<file path="src/rtl/uart_pkg.sv">
// Shared definitions for the UART transmit arbiter: data width and the
// arbiter state encoding.
package uart_pkg;

    localparam int UART_DATA_W = 8;

    localparam logic [1:0] ARB_IDLE      = 2'd0;
    localparam logic [1:0] ARB_ISSUE     = 2'd1;
    localparam logic [1:0] ARB_WAIT_ACK  = 2'd2;
    localparam logic [1:0] ARB_WAIT_DONE = 2'd3;

    typedef enum logic [1:0] {
        ST_IDLE      = ARB_IDLE,
        ST_ISSUE     = ARB_ISSUE,
        ST_WAIT_ACK  = ARB_WAIT_ACK,
        ST_WAIT_DONE = ARB_WAIT_DONE
    } arb_state_e;

endpackage

</file>
<file path="src/rtl/rr_pick.sv">
// Round-robin picker: returns the first set request at or after ptr_i,
// wrapping modulo NUM_REQ, as a one-hot grant plus a found flag.
module rr_pick #(
    parameter  int NUM_REQ = 4,
    localparam int IDX_W   = $clog2(NUM_REQ)
) (
    input  logic [NUM_REQ-1:0] req_i,
    input  logic [IDX_W-1:0]   ptr_i,
    output logic [NUM_REQ-1:0] grant_o,
    output logic               found_o
);

    logic [IDX_W-1:0] sel_s;
    logic             hit_s;
    int               cand_s;

    // Walk the requests starting at the pointer; the first hit wins.
    always_comb begin
        grant_o = {NUM_REQ{1'b0}};
        found_o = 1'b0;
        sel_s   = {IDX_W{1'b0}};
        hit_s   = 1'b0;
        cand_s  = 0;
        for (int off = 0; off < NUM_REQ; off++) begin
            cand_s = int'(ptr_i) + off;
            cand_s = (cand_s >= NUM_REQ) ? (cand_s - NUM_REQ) : cand_s;
            sel_s  = IDX_W'(cand_s);
            hit_s  = (!found_o) && req_i[sel_s];
            grant_o[sel_s] = grant_o[sel_s] | hit_s;
            found_o = found_o | hit_s;
        end
    end

endmodule

</file>
<file path="src/rtl/uart_tx_arbiter.sv">
// Shares one UART transmitter among NUM_REQ byte producers. Round-robin
// arbitration, optional packet lock with a burst cap, and one byte issued
// per UART frame by tracking the transmitter's ready handshake.
module uart_tx_arbiter
    import uart_pkg::*;
#(
    parameter  int NUM_REQ   = 4,
    parameter  int MAX_BURST = 16,
    localparam int IDX_W     = $clog2(NUM_REQ),
    localparam int CNT_W     = $clog2(MAX_BURST + 1)
) (
    input  logic                           clk,
    input  logic                           rst,
    input  logic [NUM_REQ-1:0]             req_valid,
    input  logic [NUM_REQ*UART_DATA_W-1:0] req_data,
    input  logic [NUM_REQ-1:0]             req_last,
    output logic [NUM_REQ-1:0]             req_ready,
    output logic [UART_DATA_W-1:0]         tx_data_in,
    output logic                           tx_data_valid,
    input  logic                           tx_ready,
    output logic [IDX_W-1:0]               grant_idx,
    output logic                           grant_active,
    output logic                           busy
);

    arb_state_e             state_q, state_d;
    logic [IDX_W-1:0]       rr_ptr_q, rr_ptr_d;
    logic [IDX_W-1:0]       grant_idx_q, grant_idx_d;
    logic [CNT_W-1:0]       burst_cnt_q, burst_cnt_d;
    logic                   lock_q, lock_d;
    logic [UART_DATA_W-1:0] tx_data_q, tx_data_d;
    logic                   tx_valid_q, tx_valid_d;

    logic [NUM_REQ-1:0]     owner_mask_s;
    logic [NUM_REQ-1:0]     eligible_s;
    logic [IDX_W-1:0]       pick_ptr_s;
    logic [NUM_REQ-1:0]     pick_grant_s;
    logic                   pick_found_s;
    logic [IDX_W-1:0]       winner_idx_s;
    logic [UART_DATA_W-1:0] winner_data_s;
    logic                   winner_last_s;
    logic                   accept_s;
    logic [CNT_W-1:0]       burst_inc_s;

    // While locked only the owner may win; otherwise everybody competes
    // starting from the round-robin pointer.
    always_comb begin
        owner_mask_s = {{(NUM_REQ-1){1'b0}}, 1'b1} << grant_idx_q;
        eligible_s   = lock_q ? (req_valid & owner_mask_s) : req_valid;
        pick_ptr_s   = lock_q ? grant_idx_q : rr_ptr_q;
    end

    rr_pick #(
        .NUM_REQ (NUM_REQ)
    ) u_rr_pick (
        .req_i   (eligible_s),
        .ptr_i   (pick_ptr_s),
        .grant_o (pick_grant_s),
        .found_o (pick_found_s)
    );

    // Reduce the one-hot grant to the winner's index, byte and last flag.
    always_comb begin
        winner_idx_s  = {IDX_W{1'b0}};
        winner_data_s = {UART_DATA_W{1'b0}};
        winner_last_s = 1'b0;
        for (int i = 0; i < NUM_REQ; i++) begin
            winner_idx_s  = winner_idx_s | (IDX_W'(i) & {IDX_W{pick_grant_s[i]}});
            winner_data_s = winner_data_s
                          | (req_data[i*UART_DATA_W +: UART_DATA_W] & {UART_DATA_W{pick_grant_s[i]}});
            winner_last_s = winner_last_s | (req_last[i] & pick_grant_s[i]);
        end
    end

    // Accept only from IDLE with the transmitter free; the ready pulse is
    // combinational so the producer sees it in the accepting cycle.
    always_comb begin
        accept_s    = (state_q == ST_IDLE) && tx_ready && pick_found_s;
        req_ready   = accept_s ? pick_grant_s : {NUM_REQ{1'b0}};
        burst_inc_s = burst_cnt_q + {{(CNT_W-1){1'b0}}, 1'b1};
    end

    // Next-state, lock/burst bookkeeping and output register updates.
    always_comb begin
        state_d     = state_q;
        rr_ptr_d    = rr_ptr_q;
        grant_idx_d = grant_idx_q;
        burst_cnt_d = burst_cnt_q;
        lock_d      = lock_q;
        tx_data_d   = tx_data_q;
        tx_valid_d  = 1'b0;
        case (state_q)
            ST_IDLE: begin
                if (accept_s) begin
                    state_d     = ST_ISSUE;
                    tx_valid_d  = 1'b1;
                    tx_data_d   = winner_data_s;
                    grant_idx_d = winner_idx_s;
                    rr_ptr_d    = (winner_idx_s == IDX_W'(NUM_REQ - 1)) ?
                                  {IDX_W{1'b0}} : (winner_idx_s + {{(IDX_W-1){1'b0}}, 1'b1});
                    if (winner_last_s) begin
                        lock_d      = 1'b0;
                        burst_cnt_d = {CNT_W{1'b0}};
                    end else if (burst_inc_s == CNT_W'(MAX_BURST)) begin
                        // Burst cap reached: force re-arbitration.
                        lock_d      = 1'b0;
                        burst_cnt_d = {CNT_W{1'b0}};
                    end else begin
                        lock_d      = 1'b1;
                        burst_cnt_d = burst_inc_s;
                    end
                end else begin
                    state_d = ST_IDLE;
                end
            end
            ST_ISSUE: begin
                state_d = ST_WAIT_ACK;
            end
            ST_WAIT_ACK: begin
                if (!tx_ready) begin
                    state_d = ST_WAIT_DONE;
                end else begin
                    state_d = ST_WAIT_ACK;
                end
            end
            ST_WAIT_DONE: begin
                if (tx_ready) begin
                    state_d = ST_IDLE;
                end else begin
                    state_d = ST_WAIT_DONE;
                end
            end
            default: begin
                state_d = ST_IDLE;
            end
        endcase
    end

    // State and output registers with synchronous reset.
    always_ff @(posedge clk) begin
        if (rst) begin
            state_q     <= ST_IDLE;
            rr_ptr_q    <= {IDX_W{1'b0}};
            grant_idx_q <= {IDX_W{1'b0}};
            burst_cnt_q <= {CNT_W{1'b0}};
            lock_q      <= 1'b0;
            tx_data_q   <= {UART_DATA_W{1'b0}};
            tx_valid_q  <= 1'b0;
        end else begin
            state_q     <= state_d;
            rr_ptr_q    <= rr_ptr_d;
            grant_idx_q <= grant_idx_d;
            burst_cnt_q <= burst_cnt_d;
            lock_q      <= lock_d;
            tx_data_q   <= tx_data_d;
            tx_valid_q  <= tx_valid_d;
        end
    end

    assign tx_data_in    = tx_data_q;
    assign tx_data_valid = tx_valid_q;
    assign grant_idx     = grant_idx_q;
    assign grant_active  = lock_q;
    assign busy          = (state_q != ST_IDLE);

endmodule

</file>
<file path="config.mk">
export PLATFORM = sky130hd
export DESIGN_NAME = uart_tx_arbiter
export DESIGN_NICKNAME = d
export VERILOG_FILES = /design/src/rtl/uart_pkg.sv /design/src/rtl/rr_pick.sv /design/src/rtl/uart_tx_arbiter.sv
export SDC_FILE = /design/constraint.sdc
export NUM_CORES = 1
export LEC_CHECK = 0
export ABC_AREA = 1
export BUFFER_PORTS_ARGS = -buffer_cell sky130_fd_sc_hd__buf_2
export CAP_MARGIN = 40
export CORE_MARGIN = 2
export CORE_UTILIZATION = 40
export CTS_BUF_LIST = sky130_fd_sc_hd__clkbuf_16
export CTS_CLUSTER_SIZE = 12
export DETAILED_ROUTE_END_ITERATION = 7
export MAX_ROUTING_LAYER = met4
export PLACE_DENSITY = 0.72
export SLEW_MARGIN = 15
export SYNTH_ARGS = -nofsm -noshare
export SYNTH_HDL_FRONTEND = slang
export SYNTH_SLANG_ARGS = --single-unit
</file>
<file path="constraint.sdc">
create_clock -name clk -period 4 [get_ports clk]
set_input_delay 0.6 -clock clk [delete_from_list [all_inputs] [get_ports clk]]
set_output_delay 0.6 -clock clk [all_outputs]
set_load 0.02 [all_outputs]
</file>
After elaboration in Yosys (flattened, before gate mapping) --
Cells that the tools add are included.
Storage, ports and cells: flip-flop bits (word level) 21, latch bits 0, bits in writable memories 0, bits in read-only memories 0, logic and storage cells 120, memories 0
Cells by class: add/subtract/negate cells 9, $mul 0, div/mod/pow operators 0, magnitude comparators 12, equal/unequal tests 5, shift-type cells 1, mux-type cells 44, bitwise operators 26, reduce and logical (&&, ||, !) cells 16
Operators by type and width (number):
- AND 8 bit | 4
- OR 8 bit | 3
- 2-to-1 mux 1 bit | 17
- binary-select mux 1 bit (select 2 bit) | 8
- 2-to-1 mux 2 bit | 7
- bitwise mux 4 bit | 3
- < comparator 2 x 3 -> 1 bit, second input constant | 4
- 2-to-1 mux 5 bit | 2
- OR 1 bit | 10
- greater-or-equal comparator 3 bit, second input constant | 3
- logical AND 1 bit | 9
- AND 4 bit | 2
- demux 1 bit (select 2 bit) | 4
- greater-or-equal comparator 2 x 1 -> 1 bit, second input constant | 4
- 2-to-1 mux 4 bit | 2
- one-hot mux 2 bit (4 select lines) | 1
- subtractor 2 x 1 -> 2 bit, second input constant | 4
- adder 2 x 2 -> 3 bit, second input constant | 2
- == test 2 bit, second input constant | 3
- adder 5 x 1 -> 5 bit, second input constant | 1
- == test 5 bit, second input constant | 1
- AND 1 bit | 4
- << shifter 1 x 2 -> 4 bit, first input constant | 1
- adder 2 x 1 -> 3 bit, second input constant | 1
- 11 further kinds | 13

Logic depth before layout (Yosys ltp) --
Gate-level depths: netlist of run 1.
depth after elaboration 25, gate-level depth with buffers 25, mapped depth without buffers 24

Cells and area by module --
Synthesis of run 1 repeated with hierarchy kept, for this count alone.
Unflattened totals: cells, all modules 275, area total of the unflattened synthesis 1704.1 µm²
By module, submodules not included:
- uart_tx_arbiter | instances 1, cells each 181, area each 1209.9 µm², sequential area each 420.4 µm²
- rr_pick | instances 1, cells each 94, area each 494.2 µm², sequential area each 0.0 µm²

Worst setup path before layout of run 1 --
OpenSTA, ideal clock, no wires.
kind flip-flop to output port, start register lock_q (netlist: grant_active), end output port req_ready[3], data arrival time 2.792 ns, required time 3.400 ns, setup slack 0.608 ns, stages on the path, launching flop included 18, cells stage by stage dfxtp_1 -> nand2_2 -> nand2_1 -> inv_2 -> ha_1 -> o21ai_1 -> nand2_1 -> nand3_1 -> nand3_1 -> nand3_1 -> nand2_2 -> nand3_1 -> nand3_1 -> nand3_1 -> nand2_2 -> nand3_2 -> nand2_1 -> nor2_1
Between the ends: word-level cells in the longest chain between the ends 21
Ends and longest elaborated chain:
- start, declared | line uart_tx_arbiter.sv:30 | logic lock_q, lock_d;
- start signal, assigned | line uart_tx_arbiter.sv:154 | lock_q <= lock_d;
- 2-to-1 mux 2 bit | line uart_tx_arbiter.sv:50 | pick_ptr_s = lock_q ? grant_idx_q : rr_ptr_q;
- greater-or-equal comparator 2 x 3 -> 1 bit or subtractor 2 x 1 -> 2 bit (tied branches) | line rr_pick.sv:26 | cand_s = (cand_s >= NUM_REQ) ? (cand_s - NUM_REQ) : cand_s;
- 2-to-1 mux 2 bit | line rr_pick.sv:26
- < comparator 2 x 3 -> 1 bit (implied by the code) or greater-or-equal comparator 2 x 1 -> 1 bit (tied branches) | line rr_pick.sv:29 | grant_o[sel_s] = grant_o[sel_s] | hit_s;
- logical AND 1 bit (implied by the code) | line rr_pick.sv:29
- 2-to-1 mux 1 bit (implied by the code) | line rr_pick.sv:29
- demux 1 bit (select 2 bit)
- AND 4 bit (no source line)
- [... 5 more ...]
- 2-to-1 mux 1 bit (implied by the code) | line rr_pick.sv:29
- OR 1 bit | line rr_pick.sv:29
- bitwise mux 4 bit | line rr_pick.sv:29
- binary-select mux 1 bit (select 2 bit) | line rr_pick.sv:29
- 2-to-1 mux 1 bit (implied by the code) | line rr_pick.sv:29
- OR 1 bit | line rr_pick.sv:29
- bitwise mux 4 bit | line rr_pick.sv:29
- 2-to-1 mux 4 bit (*) | line uart_tx_arbiter.sv:79 | req_ready = accept_s ? pick_grant_s : {NUM_REQ{1'b0}};
- end, declared | line uart_tx_arbiter.sv:17 | output logic [NUM_REQ-1:0] req_ready,
Mark *: on every way between the ends. The rest lies on a longest branch, timed or not. The select of a mux whose other input is x is not followed.

Final worst setup path of run 1 --
Ends and elaborated chain as after synthesis.

==> flow_summary.rst, run 1 <==
.. list-table::
   :header-rows: 1

   * - Metric
     - Value
   * - Power density relative to cell area
     - 888.3 nW/um2
   * - Insertion delay to the later sink of the worst-skew pair
     - 0.26 ns
   * - Clock transition time at the flip-flop clock pins of the worst setup and hold paths
     - 0.06 ns
   * - Mapped Area
     - 1657 um2
   * - Max_slew headroom
     - 0.4994
   * - Layout cells sized above 1
     - 0.2769
   * - Start point of the critical path
     - grant_active
   * - Final Skew
     - 0.005457 ns
   * - Number of hold buffers added after CTS
     - 0
   * - Slew at the pin closest to its max-slew limit
     - 0.7500 ns
   * - Clock tree from TritonCTS
     - built
   * - Final slew viol count
     - 0
   * - Number of buffers inserted by port buffering
     - 59
   * - Standard cell with the maximum stage delay on the critical path
     - dfxtp_2
   * - Synthesized Nets
     - 314
   * - Flop2flop setup slack
     - 0.84 ns
   * - Cells after Synth
     - 266
   * - Setup repair after global routing missed its margin
     - yes
   * - Remaining design rule violation count
     - 0
   * - Achievable Freq
     - 266.9 MHz
   * - Synthesis-to-layout area growth
     - 26.44%
   * - Pin count of the biggest net entering global routing
     - 25
   * - Deepest level of the CTS H-tree
     - 1
   * - Placed cell count
     - 371
   * - Detailed-routing iteration count for the pre-antenna-repair pass
     - 5
   * - Crit start category
     - flip-flop
   * - Met3 routing resource usage after global routing
     - 0.04112
   * - Number of hold-slack violations in the final timing report
     - 0
   * - Routability cong.
     - 0.9232
   * - Chip Width
     - 68.36 um
   * - Worst slack after detailed placement
     - 0.3553 ns
   * - Area of the die
     - 4672 um2
   * - Largest delay contributor family on the critical path
     - simple AND/OR/NAND/NOR gates
   * - Drt via density
     - 5.363
   * - Critical path buffers and inverters
     - 3
   * - Library cell used as clock root buffer
     - clkbuf_16
   * - Wire length of the first global-routing pass
     - 7.672 mm
   * - # nets final
     - 374
   * - Antenna diode count
     - 0
   * - Rows
     - 23
   * - Worst min path class
     - flip-flop to flip-flop
   * - Tcrit/Tclk final
     - 0.9368
   * - Met2 track utilization from global routing
     - 0.3641
   * - Remaining antenna violation count
     - 0
   * - Height of the chip
     - 68.36 um
   * - Kind of end point of the critical path
     - output port
   * - Aggregate routed wire length
     - 4.751 mm
   * - Sink count of the clock tree
     - 21
   * - Post-synthesis sequential area ratio
     - 0.2538
   * - Type of the worst setup path
     - flip-flop to output port
   * - Sum of overflow across all layers after global routing
     - 0
   * - Reg2Reg Launch Point
     - grant_active
   * - CP Cell Sequence
     - nand2_2 > nand2_2 > inv_2 > ha_1 > inv_1 > nand3_1 > nand2_2 > nand3_1 > nand3_1 > nand3_1 > nand2_2 > nand3_1 > nand3_1 > nand3_1 > nand2_2 > nand3_2 > nand2_2 > nor2_1 > buf_2
   * - Most frequent cell on the critical path
     - nand3_1
   * - Final core utilization
     - 0.5236
   * - Syn Area/Cell
     - 6.228 um2
   * - Initial standard-cell utilization of the core
     - 0.4141
   * - Worst vdd rail ir drop
     - 406.9 uV
   * - Routed wirelength normalized by instance count
     - 12.67 um
   * - Aggregate global-route resource usage
     - 0.2194
   * - Start point of the worst hold path
     - state_q[0]
   * - Critical path data arrival time
     - 3.15 ns
   * - Lkg Pwr
     - 1.020 nW
   * - Met1 Use GR
     - 0.2762
   * - IO Pins
     - 60
   * - Number of non-filler instances in the completed layout
     - 375
   * - Required arrival time at the worst endpoint
     - 3.40 ns
   * - Status
     - completed
   * - Number of vias in the routed layout
     - 2011
   * - Number of antenna violations at the first check in global routing
     - 0
   * - Number of clock buffers inserted by TritonCTS
     - 3
   * - CTS max path bufs
     - 2
   * - Setup slack after layout
     - 0.2529 ns
   * - Top Usage Layer GRT
     - met2
   * - CP max FO
     - 10
   * - Count of different cell masters after synthesis
     - 27
   * - Std-Cell Core Area
     - 4000 um2
   * - Detailed router's first-iteration violation count
     - 184
   * - Flip-flop and latch count after synthesis
     - 21
   * - Final setup violation count
     - 0
   * - Hpwl dp
     - 3.553 mm
   * - Total of warnings raised by yosys
     - 0
   * - Via count of the first global-routing pass
     - 1765
   * - Final Critical Period
     - 3.747 ns
   * - Worst stage delay on the critical path
     - 0.41 ns
   * - Max-cap violations
     - 0
metal layers:
layer,part of all wire,vias up
met1,0.45,889
met5,0,-
met4,0.0086,0
met2,0.46,82
li1,-,1036
met3,0.076,4
path summary, 6_finish.rpt:
path	end	cells past startpoint
hold reg to reg	state_q[1]	1
hold / removal	state_q[1]	1
setup reg to reg	tx_data_in[5]	22
setup / recovery	req_ready[3]	19
registers in the layout (all words and copies together) (netlist names):
register and flops:
burst_cnt_q 5, grant_active 1, grant_idx 2, rr_ptr_q 2, state_q 2, tx_data_in 8, tx_data_valid 1
what timing repair did:
item | in CTS | in global routing
resized for setup | 0 | 5
endpoints found under the setup margin | 0 | 4
buffers inserted | 0 | 0
worst reg2reg max path, stage by stage (launching register included):
cell	delay, ns
dfxtp_2	0.41
nand2_2	0.10
nand2_2	0.14
inv_2	0.10
ha_1	0.35
inv_1	0.14
nand3_1	0.10
nand2_2	0.10
nand3_1	0.10
nand3_1	0.09
nand3_1	0.08
nand2_2	0.10
nand3_1	0.11
nand3_1	0.09
nand3_1	0.08
nand2_2	0.14
nand3_1	0.11
nand2_1	0.18
inv_2	0.13
nand2_1	0.08
nand4_1	0.12
nor2_1	0.13
nor2_1	0.05
cells by family (layout without fill, tap and decap cells):
| family | after synthesis | in the layout | synth area share |
|---|---|---|---|
| AND/OR/NAND/NOR | 183 | 183 | 0.5400 |
| AO/OA/AOI/OAI | 29 | 29 | 0.09063 |
| buffers and inverters | 25 | 84 | 0.06192 |
| flip-flops | 21 | 21 | 0.2538 |
| adder cells (fa/ha/maj) | 5 | 5 | 0.03776 |
| XOR/XNOR | 3 | 3 | 0.01586 |
where the power goes:
group,internal [mW],leakage [nW],total [mW],switching [mW]
Sequential,0.274,0.173,0.322,0.0478
Combinational,0.422,0.805,1.33,0.909
Clock,0.133,0.0423,0.208,0.0750
cell usage in the layout, fill, tap and decap left out:
master / synthesis / routed
inv_1: 15 / 16
nand3_4: 1 / 2
nand3_1: 68 / 68
inv_2: 4 / 4
xnor2_1: 2 / 2
ha_1: 5 / 5
a31oi_1: 2 / 2
buf_4: 0 / 2
o21ai_1: 2 / 1
dfxtp_2: 0 / 1
dfxtp_1: 21 / 20
a21oi_1: 9 / 9
nor3_1: 1 / 1
nor2_1: 23 / 23
nand3b_1: 1 / 1
nand2_2: 8 / 10
nand3_2: 5 / 4
nand4_1: 10 / 10
buf_2: 1 / 59
nor2_4: 1 / 1
nor4_1: 1 / 1
xor2_1: 1 / 1
o21ai_0: 15 / 15
clkbuf_16: 0 / 3
nor2_2: 1 / 1
nand2_1: 61 / 59
o211ai_1: 1 / 1
o21ai_2: 0 / 1
nand2_4: 2 / 2
metrics by stage:
step	instance area (um2)	TNS [ns]	hold slack, ns	power [mW]
final	2095	0	0.4373	1.860
after global routing	2095	-0.01639	0.4793	2.021
after CTS	2077	0	0.4409	1.840
after detailed placement	1998	0	0.4296	1.626
after global placement	1998	0	0.4304	1.619
after floorplan	1657	0	0.4131	1.302
synth_stat cells, drive strengths merged:
cell type | instances | area (um2)
o21ai | 17 | 85.08
clkbuf | 4 | 15.01
xnor2 | 2 | 17.52
nor3 | 1 | 5.000
buf | 2 | 16.26
o211ai | 1 | 7.510
inv | 19 | 71.31
nor2 | 25 | 103.9
a31oi | 2 | 12.51
nand3b | 1 | 7.510
nor4 | 1 | 6.260
ha | 5 | 62.56
xor2 | 1 | 8.760
nand4 | 10 | 62.56
a21oi | 9 | 45.04
nand2 | 71 | 301.5
nand3 | 74 | 407.9
dfxtp | 21 | 420.4
layout make-up:
| class | instances | area, um2 |
|---|---|---|
| Tap cell | 50 | 62.56 |
| Clock buffer | 3 | 75.07 |
| Timing Repair Buffer | 61 | 310.3 |
| Sequential cell | 21 | 421.7 |
| Fill cell | 418 | 1906 |
| Inverter | 19 | 71.32 |
| Clock inverter | 1 | 3.754 |
| Multi-Input combinational cell | 220 | 1150 |
No activity file was read; power rests on OpenSTA's default activity.
==> inputs of run 2 (changes only) <==
Settings changed: CORE_UTILIZATION 40 to 50, PLACE_DENSITY 0.72 to 0.86.
==> run 2 against run 1 <==
Combinational power about the same. Wire length fell by 1.6%. Register-to-register slack worse by 0.06 ns. First-iteration DRC count fell by 26%. Clock power is 3% higher. Sequential share of layout area down 0.20 points. Count of clock-buffer cells in the layout unchanged. Flip-flop and latch count stayed put. Die area down 19%. Critical path type unchanged. Largest power group unchanged.
==> flow_summary.rst, run 2 (synthesis gave the netlist of run 1 again) <==
.. list-table::
   :header-rows: 1

   * - Metric
     - Value
   * - Final core utilization
     - 0.6819 (+0.1582)
   * - Most frequent cell on the critical path
     - nand3_1
   * - Worst vdd rail ir drop
     - 595.1 uV (+46%)
   * - Final Critical Period
     - 3.742 ns (-0.005499 ns)
   * - Placed cell count
     - 368 (-0.81%)
   * - Max-cap violations
     - 0 (unchanged)
   * - CTS max path bufs
     - 2 (unchanged)
   * - CP max FO
     - 10 (unchanged)
   * - Worst min path class
     - flip-flop to flip-flop
   * - Kind of end point of the critical path
     - output port
   * - Max reg flops
     - 8 (unchanged)
   * - IO Pins
     - 60 (unchanged)
   * - Number of antenna violations at the first check in global routing
     - 0 (unchanged)
   * - Power density relative to cell area
     - 896.0 nW/um2 (+0.88%)
   * - Hpwl dp
     - 3.649 mm (+2.7%)
   * - Final Skew
     - 0.004248 ns (-0.001209 ns)
   * - Critical path data arrival time
     - 3.14 ns (about the same)
   * - Initial standard-cell utilization of the core
     - 0.5339 (+0.1197)
   * - Slew at the pin closest to its max-slew limit
     - 0.3908 ns (-0.3592 ns)
   * - Most frequent cells in the layout
     - nand3_1 (68), nand2_1 (60), buf_2 (59)
   * - Start point of the worst hold path
     - state_q[0]
   * - Commonest non-fill, non-tap cell in the layout
     - nand3_1
   * - Clock transition time at the flip-flop clock pins of the worst setup and hold paths
     - 0.06 ns (about the same)
   * - Status
     - completed
   * - Drt via density
     - 5.433 (+1.3%)
   * - Required arrival time at the worst endpoint
     - 3.40 ns (about the same)
   * - Sum of overflow across all layers after global routing
     - 0 (unchanged)
   * - Pin count of the biggest net entering global routing
     - 19 (-24%)
   * - Area of the die
     - 3790 um2 (-19%)
   * - Setup repair after global routing missed its margin
     - yes
   * - Chip Width
     - 61.56 um (-9.9%)
   * - Start point of the critical path
     - grant_active
   * - Aggregate global-route resource usage
     - 0.2691 (+0.04975)
   * - Final slew viol count
     - 0 (unchanged)
   * - Crit start category
     - flip-flop
   * - Std-Cell Core Area
     - 3103 um2 (-22%)
   * - Library cell used as clock root buffer
     - clkbuf_16
   * - Remaining antenna violation count
     - 0 (unchanged)
   * - Antenna diode count
     - 0 (unchanged)
   * - Switching Fraction
     - 0.5439 (-0.01043)
   * - Routability cong.
     - 0.9168 (-0.69%)
   * - Max_slew headroom
     - 0.7371 (+0.2376)
   * - Standard cell with the maximum stage delay on the critical path
     - dfxtp_2
   * - # nets final
     - 377 (+0.80%)
   * - Detailed router's first-iteration violation count
     - 136 (-26%)
   * - Finished layout cell area
     - 2116 um2 (+1.0%)
   * - Wire length of the first global-routing pass
     - 7.472 mm (-2.6%)
   * - Lkg Pwr
     - 1.034 nW (+1.4%)
   * - Tcrit/Tclk final
     - 0.9354 (-0.001375)
   * - Final setup violation count
     - 0 (unchanged)
   * - Type of the worst setup path
     - flip-flop to output port
   * - Depth of the worst register-to-register path
     - 21 (-4.5%)
   * - Routed wirelength normalized by instance count
     - 12.56 um (-0.85%)
   * - Number of non-filler instances in the completed layout
     - 372 (-0.80%)
   * - Number of buffers inserted by port buffering
     - 59 (unchanged)
   * - Achievable Freq
     - 267.3 MHz (+0.15%)
   * - Total power draw
     - 1.896 mW (+1.9%)
   * - Deepest level of the CTS H-tree
     - 1 (unchanged)
   * - Sequential Power Share
     - 0.169 (-0.004)
   * - Number of vias in the routed layout
     - 2021 (+0.50%)
   * - Insertion delay to the later sink of the worst-skew pair
     - 0.26 ns (about the same)
   * - Height of the chip
     - 61.56 um (-9.9%)
   * - Switching power summed over all nets
     - 1.031 mW (about the same)
   * - Post-CTS Setup Inserts
     - 0 (unchanged)
   * - Layout cells sized above 1
     - 0.2835 (+0.006614)
   * - Worst stage delay on the critical path
     - 0.41 ns (about the same)
   * - Via count of the first global-routing pass
     - 1733 (-1.8%)
   * - Remaining design rule violation count
     - 0 (unchanged)
   * - Area of placed instances
     - 2013 um2 (+0.75%)
   * - Number of clock buffers inserted by TritonCTS
     - 3 (unchanged)
   * - Internal cell power
     - 864.7 uW (+4.3%)
   * - CP Cell Sequence
     - nand2_2 > nand2_1 > inv_2 > ha_1 > inv_1 > nand3_1 > nand2_2 > nand3_1 > nand3_1 > nand3_1 > nand2_2 > nand3_1 > nand3_1 > nand3_1 > nand2_2 > nand3_4 > nand2_1 > nor2_2 > buf_2
   * - Rows
     - 20 (-13%)
   * - Hold Path Stages
     - 1 (unchanged)
   * - Synthesis-to-layout area growth
     - 27.72%
   * - Detailed-routing iteration count for the pre-antenna-repair pass
     - 4 (-1)
   * - Number of hold-slack violations in the final timing report
     - 0 (unchanged)
   * - Clock tree from TritonCTS
     - built
   * - Reg2Reg Launch Point
     - grant_active
   * - Clk network pwr share
     - 0.113 (about the same)
   * - Sink count of the clock tree
     - 21 (unchanged)
   * - Aggregate routed wire length
     - 4.673 mm (-1.6%)
   * - Part of the power in combinational logic
     - 0.718 (+0.003)
-- run 2: final timing paths --
kind	to	slack (ns)
worst max-delay path	req_ready[1]	0.26
worst min-delay path	state_q[1]	0.44
worst max register to register	burst_cnt_q[3]	0.78
worst min register to register	state_q[1]	0.44
-- run 2: critical path, delay by kind of cell, from the launching register on --
family,cells,cell delay (ns)
simple gates,15,1.69
fa+ha+maj,1,0.35
flops,1,0.41
buf+inv,3,0.44
-- run 2: per-stage QoR --
step	hold slack, ns	setup slack, ns	TNS (ns)
CTS	0.4416	0.1361	0
detailed placement	0.4333	0.4254	0
global placement	0.4348	0.4700	0
finish	0.4377	0.2584	0
floorplan	0.4131	0.6080	0
global route	0.4520	-0.01399	-0.01539
-- run 2: timing repair --
action                                  CTS  global route
resized for setup                         0             5
hold buffers                              0             0
endpoints found under the setup margin    0             4
-- run 2: layer usage --
metal	track usage	wire length (um)	up-vias
li1	-	-	1037
met1	0.3574	2079	880
met2	0.4165	2175	97
met3	0.05882	374	7
met4	0.06383	44	0
met5	-	0	-
-- run 2: area by class of cell --
class	instances	area, um2
Clock inverter	1	5.005
Sequential cell	21	421.7
Inverter	19	71.32
Multi-Input combinational cell	220	1155
Clock buffer	3	75.07
Tap cell	44	55.05
Fill cell	309	987.2
Timing Repair Buffer	64	332.8
-- run 2: power by group through the flow --
stage / Sequential (mW) / Combinational, mW / Clock, mW
2_1_floorplan: 0.379 / 0.923 / 0
3_3_place_gp: 0.320 / 1.32 / 0
3_5_place_dp: 0.321 / 1.32 / 0
4_1_cts: 0.318 / 1.32 / 0.217
5_1_grt: 0.328 / 1.52 / 0.222
6_report: 0.321 / 1.36 / 0.214
